`config.mk`:
```
export PLATFORM = sky130hd
export DESIGN_NAME = eth_rx_arbiter
export DESIGN_NICKNAME = d
export VERILOG_FILES = /design/src/rtl/eth_pkg.sv /design/src/rtl/rr_select.sv /design/src/rtl/eth_rx_arbiter.sv
export SDC_FILE = /design/constraint.sdc
export NUM_CORES = 1
export LEC_CHECK = 0
export CAP_MARGIN = 20
export CORE_MARGIN = 2
export CORE_UTILIZATION = 50
export CTS_CLUSTER_SIZE = 40
export DETAILED_ROUTE_END_ITERATION = 7
export GPL_ROUTABILITY_DRIVEN = 1
export PLACE_DENSITY = 0.86
export SLEW_MARGIN = 20
export SYNTH_ARGS = -nofsm -noshare
export SYNTH_HDL_FRONTEND = slang
export SYNTH_SLANG_ARGS = --single-unit
export TNS_END_PERCENT = 1
```
`constraint.sdc`:
```
create_clock -name clk -period 6.4 [get_ports clk]
set_input_delay 1.28 -clock clk [delete_from_list [all_inputs] [get_ports clk]]
set_output_delay 1.28 -clock clk [all_outputs]
set_load 0.1 [all_outputs]
```
`src/rtl/eth_pkg.sv`:
```
// ---------------------------------------------------------------------------
// eth_pkg
// Shared definitions for the Ethernet receive path: arbiter state encoding,
// default frame-counter width and the AXI-Stream tuser layout used between
// the RX arbiter and eth_parser.
// ---------------------------------------------------------------------------
package eth_pkg;

  // Arbiter state: waiting for a request, or locked onto one port's frame.
  typedef enum logic [0:0] {
    S_IDLE  = 1'b0,
    S_GRANT = 1'b1
  } arb_state_t;

  // Default width of each per-port completed-frame counter.
  localparam int unsigned CNT_WIDTH_DEF = 16;

  // tuser layout shared with eth_parser: MAC-match flags then EtherType.
  localparam int unsigned TUSER_MAC_LSB   = 0;
  localparam int unsigned TUSER_MAC_W     = 2;
  localparam int unsigned TUSER_ETYPE_LSB = 2;
  localparam int unsigned TUSER_ETYPE_W   = 16;
  localparam int unsigned TUSER_WIDTH     = TUSER_ETYPE_LSB + TUSER_ETYPE_W;

endpackage : eth_pkg

```
`src/rtl/rr_select.sv`:
```
// ---------------------------------------------------------------------------
// rr_select
// Combinational round-robin priority scan: returns the first asserted
// request found scanning upward from ptr, wrapping modulo NUM_PORTS.
//
// Ports:
//   req     in  NUM_PORTS  request vector
//   ptr     in  ID_WIDTH   index that has highest priority this cycle
//   gnt_idx out ID_WIDTH   index of the selected request (0 when none)
//   any     out 1          at least one request is asserted
// ---------------------------------------------------------------------------
module rr_select #(
  parameter int unsigned NUM_PORTS = 4,
  parameter int unsigned ID_WIDTH  = $clog2(NUM_PORTS)
) (
  input  logic [NUM_PORTS-1:0] req,
  input  logic [ID_WIDTH-1:0]  ptr,
  output logic [ID_WIDTH-1:0]  gnt_idx,
  output logic                 any
);

  // Walk the offsets from ptr; the first hit wins and later hits are ignored.
  always_comb begin
    int unsigned        idx;
    logic [ID_WIDTH-1:0] cand;
    idx     = 0;
    cand    = '0;
    gnt_idx = '0;
    any     = 1'b0;
    for (int unsigned off = 0; off < NUM_PORTS; off++) begin
      idx  = (32'(ptr) + off) % NUM_PORTS;
      cand = ID_WIDTH'(idx);
      if (!any && req[cand]) begin
        any     = 1'b1;
        gnt_idx = cand;
      end
    end
  end

endmodule : rr_select

```
`src/rtl/eth_rx_arbiter.sv`:
```
// ---------------------------------------------------------------------------
// eth_rx_arbiter
// Packet-level round-robin arbiter sharing one AXI-Stream consumer between
// NUM_PORTS MAC receive streams. A grant is held from a frame's first beat
// until its tlast handshake so frames never interleave; the source index is
// forwarded on m_axis_tid and completed frames are counted per port.
//
// Ports:
//   clk, rst         clock and synchronous active-high reset
//   s_axis_*         NUM_PORTS upstream streams (data packed port-major)
//   m_axis_*         single downstream stream, tid = granted port
//   busy             a grant is currently held
//   stat_frame_cnt   NUM_PORTS counters of CNT_WIDTH, wrap without saturation
// ---------------------------------------------------------------------------
module eth_rx_arbiter
  import eth_pkg::*;
#(
  parameter int unsigned DATA_WIDTH = 8,
  parameter int unsigned NUM_PORTS  = 4,
  parameter int unsigned ID_WIDTH   = $clog2(NUM_PORTS),
  parameter int unsigned CNT_WIDTH  = CNT_WIDTH_DEF
) (
  input  logic                            clk,
  input  logic                            rst,
  input  logic [NUM_PORTS*DATA_WIDTH-1:0] s_axis_tdata,
  input  logic [NUM_PORTS-1:0]            s_axis_tvalid,
  input  logic [NUM_PORTS-1:0]            s_axis_tlast,
  output logic [NUM_PORTS-1:0]            s_axis_tready,
  output logic [DATA_WIDTH-1:0]           m_axis_tdata,
  output logic                            m_axis_tvalid,
  output logic                            m_axis_tlast,
  output logic [ID_WIDTH-1:0]             m_axis_tid,
  input  logic                            m_axis_tready,
  output logic                            busy,
  output logic [NUM_PORTS*CNT_WIDTH-1:0]  stat_frame_cnt
);

  arb_state_t          state_q, state_d;
  logic [ID_WIDTH-1:0] grant_q, grant_d;
  logic [ID_WIDTH-1:0] rr_ptr_q, rr_ptr_d;
  logic [CNT_WIDTH-1:0] cnt_q [NUM_PORTS];
  logic [CNT_WIDTH-1:0] cnt_d [NUM_PORTS];

  logic [ID_WIDTH-1:0]   sel_idx;
  logic                  sel_any;
  logic                  g_valid;
  logic                  g_last;
  logic [DATA_WIDTH-1:0] g_data;
  logic                  eof_hs;

  // Next grant candidate, scanning from the round-robin pointer.
  rr_select #(
    .NUM_PORTS (NUM_PORTS),
    .ID_WIDTH  (ID_WIDTH)
  ) u_rr_select (
    .req     (s_axis_tvalid),
    .ptr     (rr_ptr_q),
    .gnt_idx (sel_idx),
    .any     (sel_any)
  );

  // View of the currently granted upstream port.
  always_comb begin
    g_valid = 1'b0;
    g_last  = 1'b0;
    g_data  = '0;
    for (int unsigned i = 0; i < NUM_PORTS; i++) begin
      if (grant_q == ID_WIDTH'(i)) begin
        g_valid = s_axis_tvalid[i];
        g_last  = s_axis_tlast[i];
        g_data  = s_axis_tdata[i*DATA_WIDTH +: DATA_WIDTH];
      end
    end
  end

  // Final beat of the granted frame is accepted this cycle.
  assign eof_hs = (state_q == S_GRANT) && g_valid && m_axis_tready && g_last;

  // Next-state, grant, pointer and counter update.
  always_comb begin
    state_d  = state_q;
    grant_d  = grant_q;
    rr_ptr_d = rr_ptr_q;
    for (int unsigned i = 0; i < NUM_PORTS; i++) begin
      cnt_d[i] = cnt_q[i];
    end
    case (state_q)
      S_IDLE: begin
        if (sel_any) begin
          grant_d = sel_idx;
          state_d = S_GRANT;
        end
      end
      S_GRANT: begin
        // Grant is held until tlast is accepted; a stalled source holds it.
        if (eof_hs) begin
          state_d  = S_IDLE;
          rr_ptr_d = (grant_q == ID_WIDTH'(NUM_PORTS - 1)) ? '0
                                                           : grant_q + ID_WIDTH'(1);
          for (int unsigned i = 0; i < NUM_PORTS; i++) begin
            if (grant_q == ID_WIDTH'(i)) begin
              cnt_d[i] = cnt_q[i] + CNT_WIDTH'(1);
            end
          end
        end
      end
      default: state_d = S_IDLE;
    endcase
  end

  // State, grant, pointer and counter registers.
  always_ff @(posedge clk) begin
    if (rst) begin
      state_q  <= S_IDLE;
      grant_q  <= '0;
      rr_ptr_q <= '0;
      for (int unsigned i = 0; i < NUM_PORTS; i++) begin
        cnt_q[i] <= '0;
      end
    end else begin
      state_q  <= state_d;
      grant_q  <= grant_d;
      rr_ptr_q <= rr_ptr_d;
      for (int unsigned i = 0; i < NUM_PORTS; i++) begin
        cnt_q[i] <= cnt_d[i];
      end
    end
  end

  // Output mux: pass-through of the granted port; everything quiet in idle.
  always_comb begin
    s_axis_tready = '0;
    m_axis_tvalid = 1'b0;
    m_axis_tlast  = 1'b0;
    m_axis_tid    = '0;
    m_axis_tdata  = g_data;
    busy          = (state_q == S_GRANT);
    if (state_q == S_GRANT) begin
      for (int unsigned i = 0; i < NUM_PORTS; i++) begin
        s_axis_tready[i] = (grant_q == ID_WIDTH'(i)) && m_axis_tready;
      end
      m_axis_tvalid = g_valid;
      m_axis_tlast  = g_last;
      m_axis_tid    = grant_q;
    end
  end

  // Flatten counters onto the status bus, port i at [i*CNT_WIDTH +: CNT_WIDTH].
  always_comb begin
    stat_frame_cnt = '0;
    for (int unsigned i = 0; i < NUM_PORTS; i++) begin
      stat_frame_cnt[i*CNT_WIDTH +: CNT_WIDTH] = cnt_q[i];
    end
  end

endmodule : eth_rx_arbiter

```
## After elaboration in Yosys (flattened, before gate mapping)

Memories as Yosys holds them, arrays and structs flattened.
Index checks and enable logic that the tools add are counted.

| operators by class | value |
|---|---|
| add/subtract/negate cells | 8 |
| magnitude comparators | 4 |
| equal/unequal tests | 3 |
| mux-type cells | 49 |
| bitwise gates (word level) | 5 |
| reductions and logical operators | 16 |

Operators by type and width:

| operator | count |
|---|---|
| two-way mux 16 bit | 8 |
| two-way mux 64 bit | 2 |
| adder 16 x 1 -> 16 bit, second input constant | 4 |
| two-way mux 8 bit | 4 |
| two-way mux 1 bit | 23 |
| < comparator 2 x 3 -> 1 bit, second input constant | 4 |
| two-way mux 2 bit | 6 |
| logical AND 1 bit | 10 |
| binary-select mux 1 bit (select 2 bit) | 4 |
| adder 2 x 1 -> 2 bit, second input constant | 2 |
| adder 2 bit, second input constant | 2 |
| == test 2 bit, second input constant | 2 |
| two-way mux 4 bit | 1 |
| OR 1 bit | 4 |
| AND reduction 2 bit | 2 |
| zero test 1 bit | 3 |
| == test 2 x 1 -> 1 bit, second input constant | 1 |
| zero test 2 bit | 1 |
| one-hot mux 1 bit (2 select lines) | 1 |
| inverter 1 bit | 1 |

| word-level totals | value |
|---|---|
| register bits | 5 |
| RAM bits | 64 |
| output and inout port bits | 81 |
| word-level logic and storage cells | 89 |
| memories kept | 1 |

Memories:

| memory | words | bits a word | rd ports | clocked after Yosys merged registers in | wr ports | line | source |
|---|---|---|---|---|---|---|---|
| cnt_q | 4 | 16 | 4 | 0 | 4 | eth_rx_arbiter.sv:41 | `logic [CNT_WIDTH-1:0] cnt_q [NUM_PORTS];` |

## Longest topological paths before layout

| logic depth | value |
|---|---|
| depth in word-level cells | 14 |
| depth in mapped cells | 10 |

## Hierarchy

From an unflattened synthesis, not the netlist that was laid out.

| second synthesis, totals | value |
|---|---|
| cells, all modules | 462 |
| area total of the unflattened synthesis | 3,694.8 um2 |

By module, submodules not included:

| module | times used | cells each | area each (um2) |
|---|---|---|---|
| eth_rx_arbiter | 1 | 447 | 3,617.2 |
| rr_select | 1 | 15 | 77.6 |

## Least setup slack after synthesis

No wires, ideal clock.

| timing path | value |
|---|---|
| path kind | input to output |
| start point | in s_axis_tdata[6] |
| end point | out m_axis_tdata[6] |
| data arrival time | 3,634 ps |
| data required time | 5,120 ps |
| setup slack | 1,486 ps |
| stages on the path | 4 |
| buffers on the path | 0 |
| path through | nand3b_1 a21oi_1 a21oi_1 o21ai_0 |

| on the way | value |
|---|---|
| word-level cells in the longest chain between the ends | 4 |

Ends and longest elaborated chain:

| item | line | source |
|---|---|---|
| from (decl) | eth_rx_arbiter.sv:25 | `input logic [NUM_PORTS*DATA_WIDTH-1:0] s_axis_tdata,` |
| two-way mux 8 bit (4 in a row) | eth_rx_arbiter.sv:68 | `if (grant_q == ID_WIDTH'(i)) begin` |
| to (decl) | eth_rx_arbiter.sv:29 | `output logic [DATA_WIDTH-1:0] m_axis_tdata,` |

No other way between the ends.

## Final worst setup path

| timing path | value |
|---|---|
| start point | in s_axis_tlast[1] |
| end point | out m_axis_tlast |

| on the way | value |
|---|---|
| word-level cells in the longest chain between the ends | 4 |

Ends and longest elaborated chain:

| item | line | source |
|---|---|---|
| from (decl) | eth_rx_arbiter.sv:27 | `input logic [NUM_PORTS-1:0] s_axis_tlast,` |
| two-way mux 1 bit (3 in a row) | eth_rx_arbiter.sv:68 |  |
| two-way mux 1 bit | eth_rx_arbiter.sv:138 | `if (state_q == S_GRANT) begin` |
| to (decl) | eth_rx_arbiter.sv:31 | `output logic m_axis_tlast,` |

No other way between the ends.

==> metrics <==
status finished, final reports clean; max-cap viol count 0; Layout Nets 627; TNS Setup 0 ns; number of global-route vias before repair between 3k and 4k; die area 8150 um2; crit-path max FO 4; gpl congestion about 0.84; drt initial violations roughly 200; Total Wirelength between 10000 and 15000 um; fin crit share around four fifths; Port Buffer Count 123; via/cell ratio 5.71; Power Density between 200 and 250 nW/um2; synthesized cell area 3720 um2; first-pass iteration count of the detailed router 5; Fill cells ~580; first-pass GRT wire length 16500 um; cell row count 31; Max Fclk a little under 0.2 GHz; H-Tree Depth 3; Initial Utilization between 50% and 60%; synthesis-stage register bit count 69; HPWL after DPL between 7000 and 8000 um; CP endpoint kind output pin; CTS tree built; Max rail drop VDD 0.000169 V; Core Area ~7200 um2; post-route ant nets 0; die width about 90 um; via count between 3k and 4k; Slew HR about a third; Congestion Overflow GR 0; initial antenna violation count 0; Comb pwr share between 10% and 20%; Mapped Nets between 500 and 600; n_diodes 0; Data arrival, critical path 3.79 ns; Synth Flop Type dfxtp_1; final hold vios 0; Worst-path clk slew ~0.070 ns; switching power ~0.0003 W; clock sinks 69; Area Overhead vs Synth 41.1%; Synth area leader dfxtp_1; register area between 1000 and 1500 um2; Yosys warning count 0; I/O pin cnt 124; clock root buffer clkbuf_8; min cycle time layout 5.07 ns; P_int 0.000782 W; Min-Delay Path Class register to register; Yosys top cell area share about 37%; Max Buffers Root-to-Sink 2; Crit path required time roughly 5.1 ns; RSZ-0062 raised after global routing no; Worst Max-Slew Pin Slew between 1 and 1.5 ns; Leakage Power ~1.8 nW; Post-synth EDFFs 0; Post-CTS Resized 0; top cells by area, synth dfxtp_1 (37%), a21oi_1 (7.1%), nor2_1 (4.5%); largest net degree at the start of global routing 75; worst clock skew about 0.007 ns; postcts setup bufs 0; CP Launch Type input pin; Tot GR Track Use roughly a quarter; syn_area_per_cell about 8 um2; crit path kind input pin to output pin; Die Y-Extent between 90 and 100 um; sequential share of the synthesized area approximately 37%; DRC viols 0; sequential share of power approximately two fifths; Sw Ratio between 20% and 30%; Async SR Flop Fraction 0%; drt wl/cell around 15 um; TritonCTS Buffers 9; Hold Buf Count CTS 0; Setup Viol. Count Final 0; clk_lat worst skew 0.34 ns; library cells used by synthesis 45; cells after synthesis ~470; most frequent cells in the layout clkdlybuf4s50_1 (121), dfxtp_1 (69), a21oi_1 (53); commonest non-fill, non-tap cell in the layout clkdlybuf4s50_1; Multi-input gate area 2200 um2; clock network fraction of total power just over 40%; Max Slew Vio Count 0; Post-Place Cells about 660; share of cells above drive strength 1 5.68%; Final Non-Filler Cells 680
-- metrics by stage --
stage	hold WS (ns)	total power (W)	util (%)	worst slack (ns)	instance area, um2
2_1_floorplan	0.445	0.000578	-	1.49	3720
3_3_place_gp	0.458	0.000639	69.1	1.41	4980
3_5_place_dp	0.475	0.000641	69.1	1.35	4980
4_1_cts	0.483	0.00109	72.7	1.35	5240
5_1_grt	0.509	0.00112	72.8	1.24	5250
6_report	0.481	0.00108	72.8	1.33	5250
-- worst paths after layout --
kind	from	end	cells after the start	slack, ns
hold / removal	rr_ptr_q[0]$_SDFFE_PP0P_	rr_ptr_q[0]$_SDFFE_PP0P_	2	0.48
setup reg to reg	grant_q[0]$_SDFFE_PP0P_	cnt_q[2][3]$_SDFFE_PP0P_	8	3.16
hold reg to reg	rr_ptr_q[0]$_SDFFE_PP0P_	rr_ptr_q[0]$_SDFFE_PP0P_	2	0.48
setup / recovery	s_axis_tlast[1]	m_axis_tlast	5	1.33
-- registers in the layout (all words and copies together), names as in the netlist --
name	flops
busy	1
cnt_q	64
rr_ptr_q	2
grant_q	2
-- cells by family after synthesis --
family	Yosys count	share of synthesized area (%)
buffers and inverters	38	4.00
and+or+nand+nor	194	27.7
xor gates and xnor gates	23	5.41
adders and majority gates	8	2.69
AOI/OAI and AO/OA	127	21.1
DFF	69	37.1
muxes	7	2.05
-- Yosys cell counts (6+ instances only) --
cell type / number
dfxtp_1: 69
a21oi_1: 53
nor2_1: 45
nand2_1: 37
o21ai_0: 32
clkbuf_1: 23
or3_1: 22
nand3_1: 18
xor2_1: 15
and3_1: 14
nand4_1: 13
inv_1: 11
nor2b_1: 9
or4_1: 9
ha_1: 8
o211ai_1: 8
o31ai_1: 8
xnor2_1: 8
a22oi_1: 7
o2111ai_1: 7
and4_1: 6
-- layer usage --
metal / GRT usage (%) / vias to the layer above / share of wire (%)
met2: 42.4 / 114 / 50
met5: 0 / - / 0
li1: - / 1918 / -
met3: 5.51 / 33 / 5.3
met4: 10.4 / 0 / 3.1
met1: 28.8 / 1821 / 41
-- layout make-up --
cell class / count / share of cell area [%]
Clock buffer: 13 / 3.22
Inverter: 11 / 0.786
Sequential cell: 69 / 26.3
Clock inverter: 3 / 1.72
Multi-Input combinational cell: 359 / 41.9
Tap cell: 99 / 2.36
Timing Repair Buffer: 126 / 23.7
-- worst max-delay path, stage by stage --
cell,delay (ns)
clkdlybuf4s50_1,0.46
a211oi_1,0.10
a211oi_1,0.62
and2_1,0.21
clkdlybuf4s50_1,1.13
-- power groups by stage --
stage | clock, W | sequential [W] | combinational, W
5_1_grt | 0.000476 | 0.000435 | 0.000207
4_1_cts | 0.000458 | 0.000435 | 0.000197
6_report | 0.000450 | 0.000435 | 0.000199
3_5_place_dp | 0 | 0.000445 | 0.000196
3_3_place_gp | 0 | 0.000445 | 0.000194
2_1_floorplan | 0 | 0.000450 | 0.000129
Power figures use the tool's default switching activity.
==> RTL change (same flow settings) <==
`NUM_PORTS` is set to 4 in 2 places; all go to 2.
--- a/src/rtl/rr_select.sv
+++ b/src/rtl/rr_select.sv
@@ -10,7 +10,7 @@
 //   any     out 1          at least one request is asserted
 // ---------------------------------------------------------------------------
 module rr_select #(
-  parameter int unsigned NUM_PORTS = 4,
+  parameter int unsigned NUM_PORTS = 2,
   parameter int unsigned ID_WIDTH  = $clog2(NUM_PORTS)
 ) (
   input  logic [NUM_PORTS-1:0] req,
--- a/src/rtl/eth_rx_arbiter.sv
+++ b/src/rtl/eth_rx_arbiter.sv
@@ -16,7 +16,7 @@
   import eth_pkg::*;
 #(
   parameter int unsigned DATA_WIDTH = 8,
-  parameter int unsigned NUM_PORTS  = 4,
+  parameter int unsigned NUM_PORTS  = 2,
   parameter int unsigned ID_WIDTH   = $clog2(NUM_PORTS),
   parameter int unsigned CNT_WIDTH  = CNT_WIDTH_DEF
 ) (
Ports: changed (6 resized); port bits go from 124 to 69. No check against the original RTL was run, so the function may have changed too.
==> RTL change against the original RTL <==
  * Combinational power down 52%
  * Register-to-register slack gained 990 ps
  * Highest routed layer unchanged
  * Synthesized area shrank 51%
  * Total power decreased by 60%
  * Critical path type unchanged
  * Sequential cell count shrank 34
  * Worst setup slack improved by 380 ps
  * Cell area down 51%
  * Worst hold slack better by 30 ps
  * Routed wire length shrank 58%
==> RTL change: results (changes against the original RTL) <==
<table>
<tr><th>Metric</th><th>Value</th></tr>
<tr><th colspan="2">Run status</th></tr>
<tr><td>Outcome</td><td>finished clean</td></tr>
<tr><th colspan="2">Route</th></tr>
<tr><td>Average detailed-routed wire length per instance</td><td>13.4 um (-12%)</td></tr>
<tr><td>DR pass1 iterations</td><td>4 (-1)</td></tr>
<tr><td>Total wire length after detailed routing</td><td>4380 um (-58%)</td></tr>
<tr><td>Starting DRC count in detailed routing</td><td>107 (-47%)</td></tr>
<tr><td>Drt via density</td><td>5.53 (-3.3%)</td></tr>
<tr><th colspan="2">Power</th></tr>
<tr><td>Sw Ratio</td><td>33.4% (+5.6 points)</td></tr>
<tr><td>Worst ir drop on vdd</td><td>0.138 mV (-18%)</td></tr>
<tr><th colspan="2">Clock tree</th></tr>
<tr><td>Number of H-tree levels</td><td>2 (-1)</td></tr>
<tr><td>Post-CTS clock slew at the launch and capture registers of the worst setup and hold paths</td><td>110 ps (+40 ps)</td></tr>
<tr><td>Clock tree root buffer cell</td><td>clkbuf_4</td></tr>
<tr><th colspan="2">Timing</th></tr>
<tr><td>Transition time at the pin with the least slew margin</td><td>991 ps (-26.1 ps)</td></tr>
<tr><td>Clock tree skew after final layout</td><td>14.2 ps (+7.26 ps)</td></tr>
<tr><th colspan="2">Placement</th></tr>
<tr><td>Placement Setup Slack</td><td>1710 ps (+366 ps)</td></tr>
<tr><td>Placed instance count</td><td>319 (-52%)</td></tr>
<tr><td>I/O Buffers</td><td>68 (-45%)</td></tr>
<tr><td>Post-placement cell area</td><td>2500 um2 (-50%)</td></tr>
<tr><td>DP Wirelength</td><td>3270 um (-56%)</td></tr>
<tr><th colspan="2">Synthesis</th></tr>
<tr><td>Top cells by count, synth</td><td>35 x dfxtp_1, 25 x nor2_1, 13 x a21oi_1</td></tr>
<tr><td>Dominant cells by area after synthesis</td><td>dfxtp_1 39%, mux2_2 6.9%, xnor2_1 5.3%</td></tr>
<tr><td>Average cell area after synthesis</td><td>8.44 um2 (+5.7%)</td></tr>
<tr><td>Seq/Total Area, Yosys</td><td>38.8% (+1.7 points)</td></tr>
<tr><td>Post-synthesis net count</td><td>239 (-54%)</td></tr>
<tr><th colspan="2">Setup path</th></tr>
<tr><td>Largest incremental delay on the critical path</td><td>1160 ps (+30 ps)</td></tr>
<tr><td>Biggest fanout along the worst timing path</td><td>5 (+1)</td></tr>
<tr><th colspan="2">Global route</th></tr>
<tr><td>Maximum number of pins on one net before global-route repair</td><td>40 (-47%)</td></tr>
<tr><td>Global-route wire length before repair</td><td>7210 um (-56%)</td></tr>
<tr><td>Vias in the first global route</td><td>1597 (-56%)</td></tr>
<tr><td>GRT Resource Usage Total</td><td>22.7% (-1.7 points)</td></tr>
<tr><th colspan="2">Finish</th></tr>
<tr><td>Share of final-layout standard cells stronger than drive strength 1</td><td>8.54% (+2.9 points)</td></tr>
<tr><td>P&amp;R area growth vs syn</td><td>41.5%</td></tr>
<tr><td>Layout fillers</td><td>264 (-54%)</td></tr>
</table>
RTL change: cells by family (layout without fill, tap and decap cells):
group	Yosys count	count (layout)	share of synthesized area (%)
adders and majority gates	2	2	1.38
AOI/OAI and AO/OA	28	28	8.52
and+or+nand+nor	99	99	30.0
buffers and inverters	19	86	4.57
xor gates and xnor gates	17	17	8.24
muxes	14	14	8.52
DFF	35	35	38.8
RTL change: worst paths after layout:
path,end,slack [ps],cells after the start,startpoint
worst min-delay path,cnt_q[0][30]$_SDFFE_PP0P_,510,2,cnt_q[0][30]$_SDFFE_PP0P_
worst max-delay path,s_axis_tready[1],1700,4,m_axis_tready
worst max register to register,cnt_q[0][30]$_SDFFE_PP0P_,4150,4,grant_q$_SDFFE_PP0P_
worst min register to register,cnt_q[0][30]$_SDFFE_PP0P_,510,2,cnt_q[0][30]$_SDFFE_PP0P_
RTL change: power groups by stage:
| stage | sequential, mW | combinational, mW | clock [mW] |
|---|---|---|---|
| floorplan | 0.231 | 0.0637 | 0 |
| global placement | 0.228 | 0.0950 | 0 |
| detailed placement | 0.228 | 0.0959 | 0 |
| CTS | 0.223 | 0.0962 | 0.119 |
| global route | 0.224 | 0.0998 | 0.127 |
| finish | 0.223 | 0.0958 | 0.117 |
RTL change: worst reg2reg max path, stage by stage, from the launching register on:
cell     delay, ps
dfxtp_1        740
nand3_1        280
or4_1          700
or3_1          340
a21oi_1        140
RTL change: cell type report:
class                   count  area share, %
multi-input cells         160           40.0
inverters                   9           1.32
flip-flops and latches     35           27.4
repair buffers             69           26.9
well taps                  46           2.25
clock inverters             3          0.587
clock buffers               5           1.47
RTL change: layer usage:
layer  global-route usage, %  up-vias  part of all wire (%)
li1                        -      892                     -
met1                    28.0      839                    44
met5                       0        -                     0
met3                    7.04        9                   7.1
met2                    36.6       67                    47
met4                    9.31        0                   1.9
